[src/rtl/tx_framer.sv]
// tx_framer: word/PRBS serialiser producing start/data/parity/stop
// frames on a single-bit optical line, one bit per clk_bit cycle.
module tx_framer #(
    parameter int DATA_W   = 8,
    parameter int PARITY   = 0,
    parameter int PRBS_N   = 7,
    parameter int PRBS_TAP = 6
) (
    input  logic              clk_bit,
    input  logic              rst,
    input  logic [DATA_W-1:0] d_in,
    input  logic              d_valid,
    output logic              d_ready,
    input  logic              prbs_on,
    input  logic              err_inject,
    output logic              out,
    output logic              nextword_enable
);

    localparam int FRAME_LEN = DATA_W + 2 + ((PARITY != 0) ? 1 : 0);
    localparam int CNT_W     = $clog2(FRAME_LEN);
    localparam logic [CNT_W-1:0] LAST = CNT_W'(FRAME_LEN - 1);

    logic [CNT_W-1:0]     cnt;
    logic [PRBS_N-1:0]    lfsr;
    logic [PRBS_N-1:0]    lfsr_next;
    logic [FRAME_LEN-1:0] shreg;
    logic [FRAME_LEN-1:0] frame;
    logic [DATA_W-1:0]    prbs_word;
    logic [DATA_W-1:0]    payload;
    logic [DATA_W-1:0]    sent;
    logic                 load;
    logic                 idle;
    logic                 par;

    assign load            = (cnt == LAST) && !rst;
    assign nextword_enable = load;
    assign d_ready         = load && !prbs_on;

    // Run the LFSR DATA_W steps ahead; the word is used only on a PRBS load
    always_comb begin
        lfsr_next = lfsr;
        prbs_word = '0;
        for (int i = 0; i < DATA_W; i++) begin
            prbs_word[i] = lfsr_next[PRBS_N-1] ^ lfsr_next[PRBS_TAP-1];
            lfsr_next    = {lfsr_next[PRBS_N-2:0], prbs_word[i]};
        end
    end

    // Assemble the next frame: idle is all ones, else start/data/parity/stop
    always_comb begin
        payload = prbs_on ? prbs_word : d_in;
        idle    = !prbs_on && !d_valid;
        sent    = payload;
        if (err_inject)
            sent[0] = ~payload[0];
        par   = (^payload) ^ (PARITY == 2);
        frame = '1;
        if (!idle) begin
            frame[0]        = 1'b0;
            frame[DATA_W:1] = sent;
            if (PARITY != 0)
                frame[DATA_W+1] = par;
        end
    end

    // Bit counter, shift register, line register and LFSR state
    always_ff @(posedge clk_bit) begin
        if (rst) begin
            out   <= 1'b1;
            cnt   <= LAST;
            lfsr  <= '1;
            shreg <= '1;
        end else if (load) begin
            cnt   <= '0;
            out   <= frame[0];
            shreg <= {1'b1, frame[FRAME_LEN-1:1]};
            if (prbs_on)
                lfsr <= lfsr_next;
        end else begin
            cnt   <= cnt + 1'b1;
            out   <= shreg[0];
            shreg <= {1'b1, shreg[FRAME_LEN-1:1]};
        end
    end

endmodule

[config.mk]
export PLATFORM = sky130hd
export DESIGN_NAME = tx_framer
export DESIGN_NICKNAME = d
export VERILOG_FILES = /design/src/rtl/tx_framer.sv
export SDC_FILE = /design/constraint.sdc
export NUM_CORES = 1
export LEC_CHECK = 0
export ABC_AREA = 1
export CELL_PAD_IN_SITES_DETAIL_PLACEMENT = 1
export CELL_PAD_IN_SITES_GLOBAL_PLACEMENT = 2
export CORE_ASPECT_RATIO = 0.6
export CORE_MARGIN = 4
export CORE_UTILIZATION = 37
export DETAILED_ROUTE_END_ITERATION = 8
export DONT_BUFFER_PORTS = 1
export PLACE_DENSITY = 0.83
export SLEW_MARGIN = 20
export SYNTH_ARGS = -nofsm -noshare
export SYNTH_HDL_FRONTEND = slang
export SYNTH_SLANG_ARGS = --single-unit
[constraint.sdc]
create_clock -name clk_bit -period 2.7 [get_ports clk_bit]
set_input_delay 0.405 -clock clk_bit [delete_from_list [all_inputs] [get_ports clk_bit]]
set_output_delay 0.405 -clock clk_bit [all_outputs]
set_load 0.03 [all_outputs]
==> flow_summary.toml, run 1 <==
[outcome]
status = "completed"

[drt]
dr.pass1.iters = 4
initialDrtViolationCount = 32
wirelength_microns = 2220
routed_via_density = 4.86
drc = 0
vias = 797
ant_nets = 0
drt-wirelength-per-cell_microns = 13.5

[finish]
diodes = 0
layout_common_cells = "nand2_1 (26), dfxtp_1 (20), nor2_1 (17)"
n_fill_cell = 324
fin_nets = 149
final_common_cell = "nand2_1"
area_growth_pct = 6.56
drive_gt1_frac = 0.144

[critical_path]
crit_path_end_kind = "primary output"
slowest_stage = "nor2_1"
critPathLaunchType = "register"
cpPeakStageDelay_ns = 0.43
path_max_fanout = 5
cp.required_ns = 2.30
setup.worst_path.class = "reg2out"
crit_top_cell = "nand2_1"
r2r_start = "cnt[0]"
cp.arrival_ns = 1.61
crit_chain = "ha_1, nand2_1, nor2_2, nand2_1, nor2_1"
startpoint = "cnt[0]"

[cts]
tritoncts = "done"
clk_path_buf_depth = 2
cts.htree.levels = 1
path_clk_slew_ns = 0.07
cts.sinks = 20
cts_root_buf = "clkbuf_8"
clkLatencyLatePin_ns = 0.26
numCtsBuffers = 3
post-cts-setup-buffers = 0
cts_resized = 0
postCtsHoldBufs = 0

[min_path]
hold_path.class = "in2reg"
worst_hold_startpoint = "d_in[7]"

[global_route]
grt_first_pass_wirelength_microns = 3720
track_usage = 0.147
grt_pass1_vias = 796
grt-ovfl-total = 0
grt_max_degree = 14
grt_antenna_before_repair = 0

[synthesis]
yosysWarnings = 0
ys_seq_elements = 20
synth_fp_nets = 146
avgSynthCellArea_sq_um = 7.57
yosysUniqueCellTypes = 29
synth_top_area_share = 0.404
synthCells = 131
synth_area_sq_um = 992
synth.largest_area_cell = "dfxtp_1"
yosysSeqAreaShare = 0.404
synthTopCellsByArea = "dfxtp_1 (40%), nand2_1 (9.8%), nor2_1 (6.4%), inv_1 (5.7%), nand3_1 (5.5%)"

[sta]
tightest_slew_ns = 0.555
rsz0062_at_grt = "false"
tns_ns = 0
fin_crit_ns = 2.01
fmaxAchievable_mhz = 497
max_slew_margin = 0.629
fin_crit_sh = 0.746
finalMaxSlewViolations = 0
finalSetupViolCount = 0
finClkSkew_ns = 0.00474
hold_viol_final = 0

[power_and_ir_drop]
powerDensity_mw_per_mm2 = 839
leakage_nw = 0.468
irDropWorstVdd_v = 0.000258
p_total_w = 0.000887

[place]
port_buffers = 0
gp_congestion = 0.765
hpwlAfterDp_microns = 1720

[floorplan]
die_y_microns = 48.1
io_pins = 16
std_cell_rows = 14
start_util = 0.391
die-area_sq_mm = 0.00360
core_area_sq_mm = 0.00254
fp.dieW_microns = 74.9

[flow_run]
max_cap_violations = 0
-- final timing paths --
kind,end,slack (ns),cells past startpoint
setup / recovery,d_ready,0.69,5
hold / removal,shreg[7],0.30,2
setup reg to reg,lfsr[0],1.18,8
hold reg to reg,out,0.45,2
-- logic make-up after synthesis --
logic type | count (synthesis) | synth area share
DFF | 20 | 0.404
and+or+nand+nor | 65 | 0.318
buffers and inverters | 21 | 0.0883
AOI/OAI and AO/OA | 16 | 0.103
xor gates and xnor gates | 7 | 0.0618
adders and majority gates | 2 | 0.0252
-- area by class of cell --
cell class | instances | area [sq um] | share of cell area
Multi-Input combinational cell | 90 | 504 | 0.477
Sequential cell | 20 | 400 | 0.379
Inverter | 19 | 71.3 | 0.0675
Clock buffer | 3 | 41.3 | 0.0391
Tap cell | 32 | 40.0 | 0.0379
-- synthesized netlist by cell type --
| master | instances |
|---|---|
| o211ai_1 | 1 |
| xor2_1 | 4 |
| nand3_4 | 1 |
| xnor2_1 | 3 |
| clkinv_1 | 1 |
| nor2_2 | 1 |
| a21oi_1 | 1 |
| buf_2 | 1 |
| inv_1 | 15 |
| nand2_4 | 1 |
| ha_1 | 2 |
| nand2_2 | 2 |
| nand3_1 | 11 |
| inv_2 | 3 |
| buf_6 | 1 |
| o21ai_2 | 3 |
| nand3_2 | 1 |
| a31oi_1 | 4 |
| nand3b_2 | 1 |
| nand2_1 | 26 |
| nand4_1 | 1 |
| or2_1 | 1 |
| a31o_2 | 1 |
| or2_2 | 1 |
| o21ai_1 | 2 |
| dfxtp_1 | 20 |
| o21ai_0 | 4 |
| nor2_4 | 1 |
| nor2_1 | 17 |
-- power breakdown --
group | total, W | internal, W | switching, W
Clock | 0.000195 | 0.0000994 | 0.0000956
Sequential | 0.000423 | 0.000361 | 0.0000612
Combinational | 0.000269 | 0.000102 | 0.000168
-- critical path, delay by kind of cell, from the launching register on --
kind	cells	cell delay [ns]
adders and majority gates	1	0.23
DFF	1	0.39
and+or+nand+nor	4	0.73
-- sequential cells by signal, summed over array words and instances (netlist names) --
name	cells
out	1
lfsr	7
shreg	8
cnt	4
-- per-layer routing --
metal / share of wire / vias to the layer above / global-route usage
li1: - / 416 / -
met1: 0.53 / 366 / 0.194
met2: 0.42 / 11 / 0.228
met3: 0.024 / 4 / 0.0370
met4: 0.020 / 0 / 0.0709
met5: 0 / - / 0
-- stage by stage --
step	instance area [sq um]	cells	worst slack (ns)	hold slack, ns	util
after floorplan	992	131	1.05	0.421	-
after global placement	1020	161	0.985	0.430	0.400
after detailed placement	1020	161	0.933	0.443	0.400
after CTS	1060	164	0.656	0.296	0.416
after global routing	1060	164	0.517	0.287	0.416
final	1060	164	0.687	0.297	0.416
(Power assumes the default switching activity.)
==> run 2: changes to the inputs <==
--- a/config.mk
+++ b/config.mk
@@ -10,10 +10,10 @@
 export CELL_PAD_IN_SITES_GLOBAL_PLACEMENT = 2
 export CORE_ASPECT_RATIO = 0.6
 export CORE_MARGIN = 4
-export CORE_UTILIZATION = 37
+export CORE_UTILIZATION = 34
 export DETAILED_ROUTE_END_ITERATION = 8
 export DONT_BUFFER_PORTS = 1
-export PLACE_DENSITY = 0.83
+export PLACE_DENSITY = 0.78
 export SLEW_MARGIN = 20
 export SYNTH_ARGS = -nofsm -noshare
 export SYNTH_HDL_FRONTEND = slang
==> constraint.sdc (replaced) <==
create_clock -name clk_bit -period 1.9 [get_ports clk_bit]
set_input_delay 0.285 -clock clk_bit [delete_from_list [all_inputs] [get_ports clk_bit]]
set_output_delay 0.285 -clock clk_bit [all_outputs]
set_load 0.03 [all_outputs]
==> flow_summary.toml, run 2 (synthesis results as in run 1) <==
[outcome]
status = "completed"

[cts]
cts_root_buf = "clkbuf_8"
postCtsHoldBufs = 0
cts.sinks = 20
tritoncts = "done"
cts_resized = 0
post-cts-setup-buffers = 0
cts.htree.levels = 1
clk_path_buf_depth = 2
path_clk_slew_ns = 0.07
numCtsBuffers = 3
clkLatencyLatePin_ns = 0.26

[place]
pre_cts_slack_ns = 0.356
gp_congestion = 0.708
port_buffers = 0
dpl_cell_area_sq_mm = 0.00103
hpwlAfterDp_microns = 1890

[floorplan]
io_pins = 16
start_util = 0.375
core_area_sq_mm = 0.00265
die-area_sq_mm = 0.00387
die_y_microns = 49.8
std_cell_rows = 14
fp.dieW_microns = 77.7

[critical_path]
cpPeakStageDelay_ns = 0.35
slowest_stage = "dfxtp_1"
path_max_fanout = 4
timing.critical_path.buf_inv = 2
setup.worst_path.class = "reg2out"
crit_top_cell = "nand2_1"
critPathTopFamily = "simple AND/OR/NAND/NOR gates"
critPathLaunchType = "register"
crit_path_end_kind = "primary output"
startpoint = "cnt[1]"
r2r_start = "cnt[1]"
cp.required_ns = 1.62
cp.arrival_ns = 1.45
crit_chain = "inv_1, ha_1, nand2_1, nor2_2, nand2_1, nor2_1, buf_4"

[sta]
fin_crit_ns = 1.73
finClkSkew_ns = 0.00560
rsz0062_at_grt = "false"
hold_viol_final = 0
max_slew_margin = 0.806
finalSetupViolCount = 0
finalMaxSlewViolations = 0
fmaxAchievable_mhz = 577
tns_ns = 0
tightest_slew_ns = 0.291
fin_crit_sh = 0.912
setup_ws_ns = 0.167

[power_and_ir_drop]
leakage_nw = 0.473
p_total_w = 0.00128
irDropWorstVdd_v = 0.000484
p_int_w = 0.000803
powerDensity_mw_per_mm2 = 1190
p_sw_w = 0.000475
clkPwrFrac = 0.216
p_sw_frac = 0.372
pwr-share-comb = 0.309
p_seq_frac = 0.475

[drt]
drc = 0
dr.pass1.iters = 4
ant_nets = 0
vias = 833
wirelength_microns = 2390
routed_via_density = 4.82
drt-wirelength-per-cell_microns = 13.8
initialDrtViolationCount = 48

[global_route]
track_usage = 0.136
grt_first_pass_wirelength_microns = 4100
grt_pass1_vias = 852
grt_max_degree = 14
grt_antenna_before_repair = 0
grt-ovfl-total = 0

[finish]
area_growth_pct = 8.45
layout_common_cells = "nand2_1 (26), dfxtp_1 (19), nor2_1 (17)"
top_regs = "shreg (8), lfsr (7), cnt (4)"
finish.utilization = 0.407
largest_reg_flops = 8
regMostFlops = "shreg"
fin_area_sq_mm = 0.00108
diodes = 0
drive_gt1_frac = 0.158
final_common_cell = "nand2_1"
fin_nets = 150

[flow_run]
max_cap_violations = 0

[min_path]
worst_hold_startpoint = "rst"
hold_path.class = "in2reg"
==> run 2: cell count changes in the layout (fill, tap and decap cells not counted) <==
cell / before / now
dfxtp_1: 20 / 19
dfxtp_2: 0 / 1
buf_4: 0 / 1
==> run 2: power by group through the flow <==
| stage | logic [W] | registers, W | clock network, W |
|---|---|---|---|
| final | 0.000395 | 0.000608 | 0.000276 |
| after global routing | 0.000450 | 0.000619 | 0.000311 |
| after CTS | 0.000400 | 0.000606 | 0.000289 |
| after detailed placement | 0.000396 | 0.000615 | 0 |
| after global placement | 0.000389 | 0.000610 | 0 |
| after floorplan | 0.000327 | 0.000591 | 0 |
==> run 2: layer usage <==
layer | global-route usage | share of wire
met1 | 0.188 | 0.54
met2 | 0.209 | 0.42
met3 | 0.0436 | 0.038
met4 | 0.0178 | 0.0025
met5 | 0 | 0
==> run 2: path summary, 6_finish.rpt <==
check | endpoint | slack (ns) | depth (start not counted)
max | d_ready | 0.17 | 7
min | lfsr[1] | 0.18 | 2
max reg2reg | lfsr[0] | 0.39 | 9
min reg2reg | shreg[3] | 0.48 | 2
==> run 2: final cells by class <==
cell class | count | area [sq um]
tap | 40 | 50.0
timing repair buffer | 1 | 7.51
fill | 344 | 1570
clock buffer | 3 | 41.3
sequential | 20 | 402
inverter | 19 | 71.3
multi-input combinational | 90 | 504
==> run 2: worst register-to-register path, cell delays in order (launching register included) <==
cell	delay, ns
dfxtp_1	0.35
inv_1	0.06
ha_1	0.21
nand3_4	0.12
nor2_4	0.24
nand2_4	0.18
inv_1	0.11
nand2_1	0.05
nand2_1	0.06
inv_1	0.03
==> run 2: through the flow <==
| stage | hold WS, ns | cells |
|---|---|---|
| floorplan | 0.421 | 131 |
| global placement | 0.431 | 170 |
| detailed placement | 0.448 | 170 |
| CTS | 0.178 | 173 |
| global route | 0.177 | 173 |
| finish | 0.184 | 173 |
==> run 3: changes to the inputs <==
--- a/config.mk
+++ b/config.mk
@@ -13,7 +13,7 @@
 export CORE_UTILIZATION = 34
 export DETAILED_ROUTE_END_ITERATION = 8
 export DONT_BUFFER_PORTS = 1
-export PLACE_DENSITY = 0.78
+export PLACE_DENSITY = 0.71
 export SLEW_MARGIN = 20
 export SYNTH_ARGS = -nofsm -noshare
 export SYNTH_HDL_FRONTEND = slang
==> flow_summary.toml, run 3 (synthesis results as in run 1) <==
[outcome]
status = "completed"

[sta]
fmaxAchievable_mhz = 589
tns_ns = 0
finClkSkew_ns = 0.00267
max_slew_margin = 0.808
finalMaxSlewViolations = 0
hold_slack_ns = 0.167
hold_viol_final = 0
fin_crit_ns = 1.70
finalSetupViolCount = 0
rsz0062_at_grt = "false"
tightest_slew_ns = 0.286
fin_crit_sh = 0.894

[finish]
layout_common_cells = "nand2_1 (26), dfxtp_1 (19), nor2_1 (17)"
fin_nets = 150
final_common_cell = "nand2_1"
finish.utilization = 0.412
n_fill_cell = 328
drive_gt1_frac = 0.164
area_growth_pct = 9.84
regMostFlops = "shreg"
largest_reg_flops = 8
diodes = 0
top_regs = "shreg (8), lfsr (7), cnt (4)"

[floorplan]
core_area_sq_mm = 0.00265
fp.dieW_microns = 77.7
io_pins = 16
die_y_microns = 49.8
std_cell_rows = 14
start_util = 0.375
die-area_sq_mm = 0.00387

[global_route]
grt_antenna_before_repair = 0
grtUsageMet2 = 0.186
grt-ovfl-total = 0
track_usage = 0.132
gr-max-usage-layer = "met2"
grt_pass1_vias = 770
grt_max_degree = 14
grtUsageMet1 = 0.186
grt_first_pass_wirelength_microns = 3860
grtUsageMet3 = 0.0527

[critical_path]
setup.worst_path.class = "reg2out"
cp.required_ns = 1.62
path_max_fanout = 4
slowest_stage = "dfxtp_1"
r2r_cells = 9
cp-endpoint = "d_ready"
critPathLaunchType = "register"
cpPeakStageDelay_ns = 0.34
critPathTopFamily = "simple AND/OR/NAND/NOR gates"
crit_path_end_kind = "primary output"
cp.arrival_ns = 1.41
setup.reg_to_reg.worst_slack_ns = 0.38
crit_top_cell = "nand2_1"
startpoint = "cnt[1]"
worstReg2RegEnd = "lfsr[0]"
r2r_start = "cnt[1]"
timing.critical_path.buf_inv = 2
crit_chain = "inv_1, ha_1, nand2_1, nor2_2, nand2_1, nor2_1, buf_4"
cp.depth = 7

[power_and_ir_drop]
irDropWorstVdd_v = 0.000446
p_sw_frac = 0.361
clkPwrFrac = 0.249
powerDensity_mw_per_mm2 = 1220
pwr-share-comb = 0.294
p_sw_w = 0.000479
leakage_nw = 0.480
p_seq_frac = 0.457
p_int_w = 0.000846

[cts]
path_clk_slew_ns = 0.08
cts_root_buf = "clkbuf_8"
clkLatencyLatePin_ns = 0.26
cts.htree.levels = 1
cts.sinks = 20
numCtsBuffers = 3
post-cts-setup-buffers = 0
tritoncts = "done"
clk_path_buf_depth = 2

[place]
hpwlAfterDp_microns = 1800
port_buffers = 0
gp_congestion = 0.703

[drt]
dr.pass1.iters = 4
drt-wirelength-per-cell_microns = 13.2
drc = 0
ant_nets = 0
vias = 800
routed_via_density = 4.60
wirelength_microns = 2300
initialDrtViolationCount = 13

[flow_run]
max_cap_violations = 0

[min_path]
hold_path.class = "in2reg"
-- run 3: cell count changes in the layout (fill, tap and decap cells not counted) --
cell      change
clkbuf_8      +1
-- run 3: per-stage QoR --
stage | instance area [sq um] | setup slack (ns) | total power [W] | instances
floorplan | 992 | 0.372 | 0.000917 | 131
global route | 1090 | 0.0222 | 0.00143 | 174
finish | 1090 | 0.202 | 0.00132 | 174
detailed placement | 1030 | 0.347 | 0.00101 | 170
global placement | 1030 | 0.417 | 0.000999 | 170
CTS | 1090 | 0.149 | 0.00134 | 174
-- run 3: power by group through the flow --
stage / registers [W] / clock network, W / logic [W]
4_1_cts: 0.000603 / 0.000338 / 0.000398
6_report: 0.000606 / 0.000329 / 0.000390
5_1_grt: 0.000618 / 0.000359 / 0.000448
2_1_floorplan: 0.000591 / 0 / 0.000327
3_3_place_gp: 0.000610 / 0 / 0.000389
3_5_place_dp: 0.000612 / 0 / 0.000397
-- run 3: what timing repair did --
item,4_1_cts,5_1_grt
setup endpoints to repair,0,1
gates resized for setup,0,1
hold buffers,0,0
-- run 3: layout make-up --
| type | count | area, sq um | share of cell area |
|---|---|---|---|
| inverters | 19 | 71.3 | 0.0654 |
| multi-input cells | 90 | 504 | 0.463 |
| well taps | 40 | 50.0 | 0.0459 |
| flip-flops and latches | 20 | 402 | 0.369 |
| repair buffers | 1 | 7.51 | 0.00689 |
| clock buffers | 4 | 55.1 | 0.0505 |
-- run 3: worst min-delay path by stage --
stage	from	end	slack, ns	cells past startpoint
after detailed placement	shreg[0]	out	0.44	2
after CTS	rst	lfsr[1]	0.16	2
after global routing	rst	lfsr[1]	0.16	2
final	rst	lfsr[1]	0.17	2
after global placement	shreg[0]	out	0.43	2
after floorplan	shreg[0]	out	0.42	2
-- run 3: layer usage --
layer	routed length (microns)	part of all wire
met3	94	0.041
met4	19	0.0083
met2	961	0.42
met1	1230	0.53
met5	0	0
==> variant 1: new RTL, flow settings as in run 2 <==
Set the parameter `DATA_W` to 32 (it was 8).
--- a/src/rtl/tx_framer.sv
+++ b/src/rtl/tx_framer.sv
@@ -2,5 +2,5 @@
 // frames on a single-bit optical line, one bit per clk_bit cycle.
 module tx_framer #(
-    parameter int DATA_W   = 8,
+    parameter int DATA_W   = 32,
     parameter int PARITY   = 0,
     parameter int PRBS_N   = 7,
Interface: changed (resized d_in); port bits go from 16 to 40. No check against the original RTL was run, so the function may have changed too.
==> variant 1 against run 2 <==
Sequential power up 130%. Wire length rose to 3.2 times the old value. Setup slack worse by 0.058 ns. Synthesized area rose to 2.5 times the old value. Cell area rose to 2.6 times the old value. Sequential cell count up 26. Die area up 130%. Non-clock buffer count up 9. Count of clock-buffer cells in the layout up 2. Power rose to 4.1 times the old value. First-iteration DRC count rose to 2.8 times the old value. Synthesized cell count rose to 2.6 times the old value. Utilization down 0.66 points. Worst hold slack worse by 0.081 ns. Highest routed layer unchanged.
==> variant 1: results (changes against run 2) <==
status = finished clean
drc violations = 0 (unchanged)
worst slack, placed = 0.130 ns (-0.225 ns)
VDD IR-drop max = 508 µV (+4.9%)
largest registers = shreg x32, lfsr x7, cnt x6
Hold Path Class = in -> reg
r2r startpoint = cnt[1]
Port Buffers = 0 (unchanged)
Max FO, Critical Path = 5 (+1)
syn_nets = 377 (+160%)
arrival time worst endpoint = 1.51 ns (+0.06 ns)
DRT iter0 DRCs = 132 (+180%)
Clock Tree Buf Depth = 2 (unchanged)
yosys synthesis warning count = 0 (unchanged)
Clk Latency, worst-skew pair = 0.30 ns (+0.04 ns)
drt via density = 5.11 (+6.1%)
syn avg cell area = 7.37 µm² (-2.6%)
wirelength, routed = 7720 µm (+220%)
number of fill cells = 873 (+150%)
# H-tree levels = 2 (+1)
first-pass GRT wire length = 12200 µm (+200%)
Slew headroom = 68.7% (-12 points)
ys flop type = dfxtp_1
Yosys cell types = 34 (+17%)
final core occ = 40.0% (-0.66 points)
share of layout cells above drive strength 1 = 22.6% (+6.8 points)
drt pass-1 iters = 4 (unchanged)
leakage = 1.17 nW (+150%)
placed instance count = 420 (+150%)
largest cells by area after synthesis = dfxtp_1 (37%), nand2_1 (8.3%), a21oi_1 (6.8%)
cts bufs inserted = 5 (+2)
GPL Wtd Cong = 0.839 (+18%)
Layout Cells excl Fill = 428 (+150%)
Tot GR Track Use = 18.1% (+4.6 points)
switching pwr = 2.45 mW (+420%)
initial antenna violation count = 0 (unchanged)
asr flop ratio synth = 0% (unchanged)
largest net degree at the start of global routing = 26 (+12)
vias in the first global route = 2226 (+160%)
DPL Wire Length = 6160 µm (+230%)
clock root cell = clkbuf_16
commonest cells in the netlist = nand2_1 (55), dfxtp_1 (46), nor2_1 (43)
worst hold stages = 2 (unchanged)
Layout Skew = 0.00604 ns (+0.000442 ns)
dpl cell area = 0.00257 mm² (+150%)
register area share after synthesis = 36.9% (-3.4 points)
[variant 1: power by group through the flow]
stage                     Combinational [mW]  Clock [mW]  Sequential, mW
after floorplan                         2.16           0            1.34
after global placement                  2.69           0            1.43
after detailed placement                2.73           0            1.44
after CTS                               2.74        1.05            1.42
after global routing                    3.09        1.09            1.45
final                                   2.74        1.03            1.42
[variant 1: cells by family after synthesis]
group,Yosys count,synth area share [%]
AND/OR/NAND/NOR,152,30.2
AO/OA/AOI/OAI,80,17.6
buffers and inverters,46,9.09
flip-flops,46,36.9
XOR/XNOR,12,5.12
adder cells (fa/ha/maj),2,1.00
[variant 1: layer usage]
layer	routed length, µm	vias up	global-route usage, %	share of wire, %
met2	3000	39	25.5	39
met4	68	0	4.24	0.88
met5	0	-	0	0
met1	4320	1030	27.6	56
li1	-	1110	-	-
met3	323	7	4.48	4.2
[variant 1: area by class of cell]
class	instances	share of cell area, %
clock buffers	5	4.55
inverters	31	4.32
flip-flops and latches	46	33.5
multi-input cells	246	49.2
clock inverters	3	1.59
repair buffers	10	2.86
well taps	87	3.95
[variant 1: critical path: stages, from the launching register on]
cell	delay, ns
dfxtp_1	0.33
inv_1	0.06
ha_1	0.15
nand4_2	0.14
nor2_4	0.20
inv_2	0.08
nor2_4	0.11
buf_6	0.14
[variant 1: path summary, 6_finish.rpt]
| check | endpoint | slack (ns) |
|---|---|---|
| max reg2reg | shreg[22] | 0.18 |
| min | cnt[5] | 0.10 |
| min reg2reg | shreg[16] | 0.45 |
| max | d_ready | 0.11 |
[variant 1: stage by stage]
stage / power [mW] / hold slack (ns)
finish: 5.20 / 0.103
CTS: 5.22 / 0.0933
floorplan: 3.50 / 0.388
detailed placement: 4.17 / 0.402
global placement: 4.12 / 0.404
global route: 5.64 / 0.103
[variant 1: repair_timing]
item	in CTS	in global routing
setup buffers	0	0
setup endpoints to repair	1	2
pin swaps	0	1
gates resized for setup	1	5
==> variant 2: new RTL, flow settings as in run 2 <==
Made on the original files. Reset style: asynchronous (`rst`), changed in one clocked block.
--- a/src/rtl/tx_framer.sv
+++ b/src/rtl/tx_framer.sv
@@ -66,5 +66,5 @@
 
     // Bit counter, shift register, line register and LFSR state
-    always_ff @(posedge clk_bit) begin
+    always_ff @(posedge clk_bit or posedge rst) begin
         if (rst) begin
             out   <= 1'b1;
Formal check against the unedited RTL: differs if rst is asserted again (counterexample within 4 cycles, from zero or initial values and one cycle with rst high); with rst held inactive, the same outputs for 10 cycles.
==> variant 2 against run 2 <==
Setup slack lost 0.028 ns. Die area increased by 3.6%. Sequential cell count did not move. Maximum frequency is 1.6% lower. Power rose by 35%. Cell area rose by 6.4%. Synthesized area is 4.2% higher. Wire length is 0.71% lower. Cell count fell by 3.5%. Largest cell class is now registers.
==> variant 2: results (changes against run 2) <==
status = finished clean
share of layout cells above drive strength 1 = 25.6% (+9.8 points)
Post-CTS Setup Repair Bufs = 0 (unchanged)
Layout Nets = 141 (-6.0%)
Worst R2R Path Depth = 6 (-3)
final period utilization = 92.7% (+1.5 points)
# H-tree levels = 1 (unchanged)
register area share after synthesis = 50.6% (+10 points)
RR Endpoint = shreg[7]
Tot GR Track Use = 13.5% (-0.015 points)
DRT iter0 DRCs = 9 (-81%)
asr flop ratio synth = 100% (+100 points)
VDD IR-drop max = 696 µV (+44%)
cts bufs inserted = 3 (unchanged)
complex-gate fraction of the synthesized area = 4.96% (-5.4 points)
Post-Synth Adder-Cell Area = 2.42% (-0.10 points)
arrival time worst endpoint = 1.48 ns (+0.03 ns)
# resized after CTS = 0 (unchanged)
leakage = 0.529 nW (+12%)
first-pass GRT wire length = 4110 µm (+0.17%)
largest registers = shreg x8, lfsr x7, cnt x4
wirelength, routed = 2380 µm (-0.71%)
actual slew at the worst max-slew pin = 0.769 ns (+0.478 ns)
Layout Skew = 0.00731 ns (+0.00171 ns)
drt pass-1 iters = 3 (-1)
GPL Wtd Cong = 0.773 (+9.0%)
Hold Path Class = in -> async
Clock Tree Buf Depth = 2 (unchanged)
Synth Area in XOR/XNOR = 7.51% (+1.3 points)
Yosys cell types = 20 (-31%)
clock slew at reported path FFs = 0.08 ns
DPL Wire Length = 1920 µm (+1.2%)
drt via density = 4.58 (-4.9%)
largest net degree at the start of global routing = 21 (+7)
reg-to-reg slack, setup = 0.26 ns (-0.13 ns)
vias in the first global route = 861 (+1.1%)
Port Buffers = 0 (unchanged)
switching share of total power = 33.7% (-3.5 points)
post-synthesis mux area share = 0% (unchanged)
commonest cells in the netlist = nand2_1 (40), dfstp_2 (18), nor2_1 (16)
clock root cell = clkbuf_8
ANT cells = 0 (unchanged)
r2r startpoint = cnt[0]
hold_ws = 0.0445 ns (-0.139 ns)
yosys synthesis warning count = 0 (unchanged)
Clk Latency, worst-skew pair = 0.26 ns (about the same)
largest cells by area after synthesis = dfstp_2 (46%), nand2_1 (15%), nor2_1 (5.8%)
initial antenna violation count = 0 (unchanged)
Max FO, Critical Path = 14 (+10)
## variant 2: cell types whose count changed in the layout (fill, tap and decap cells not counted), sizes merged, moves of 2 or more
cell and change:
dfrtp +2, dfstp +18, dfxtp -20, inv -6
nand2 +11, nand3 -5, o21ai -7, xnor2 -2
xor2 +3
## variant 2: metrics by stage
| stage | instance area (µm²) | worst slack (ns) | utilization, % | power (mW) | std cells |
|---|---|---|---|---|---|
| final | 1140 | 0.138 | 39.6 | 1.72 | 167 |
| after global routing | 1140 | 0.0628 | 39.6 | 1.86 | 167 |
| after CTS | 1140 | 0.124 | 39.6 | 1.76 | 167 |
| after detailed placement | 1070 | 0.281 | 37.1 | 1.32 | 163 |
| after global placement | 1070 | 0.379 | 37.1 | 1.28 | 163 |
| after floorplan | 1030 | 0.359 | - | 1.18 | 122 |
## variant 2: cells by family after synthesis
group                      Yosys count
AOI/OAI and AO/OA                    9
xor gates and xnor gates             8
adders and majority gates            2
buffers and inverters               14
DFF                                 20
and+or+nand+nor                     69
## variant 2: final cells by class
type | count | area [µm²]
fill | 366 | 1750
clock inverter | 1 | 30.0
multi-input combinational | 88 | 445
clock buffer | 3 | 41.3
sequential | 20 | 523
inverter | 12 | 45.0
tap | 42 | 52.6
timing repair buffer | 1 | 7.51
## variant 2: metal layers
layer | wire (µm) | global-route usage (%) | part of all wire, % | vias up
li1 | - | - | - | 382
met1 | 1190 | 17.8 | 50 | 365
met2 | 1020 | 20.4 | 43 | 16
met3 | 156 | 5.91 | 6.6 | 2
met4 | 13 | 3.43 | 0.55 | 0
met5 | 0 | 0 | 0 | -
## variant 2: power by group through the flow
stage | clock [mW] | combinational [mW] | sequential, mW
finish | 0.428 | 0.461 | 0.832
floorplan | 0 | 0.375 | 0.804
CTS | 0.442 | 0.480 | 0.834
detailed placement | 0 | 0.479 | 0.839
global placement | 0 | 0.448 | 0.835
global route | 0.466 | 0.537 | 0.858
## variant 2: worst max path at each step
stage,from,endpoint,slack (ns),cells after the start
global route,cnt[0],nextword_enable,0.06,3
detailed placement,cnt[0],shreg[7],0.28,6
finish,cnt[0],nextword_enable,0.14,3
CTS,cnt[0],nextword_enable,0.12,3
floorplan,cnt[0],d_ready,0.36,3
global placement,cnt[0],shreg[7],0.38,6
## variant 2: critical path, stage by stage, from the launching register on
cell	delay, ns
dfstp_2	0.57
ha_1	0.17
nand3_2	0.15
inv_2	0.32
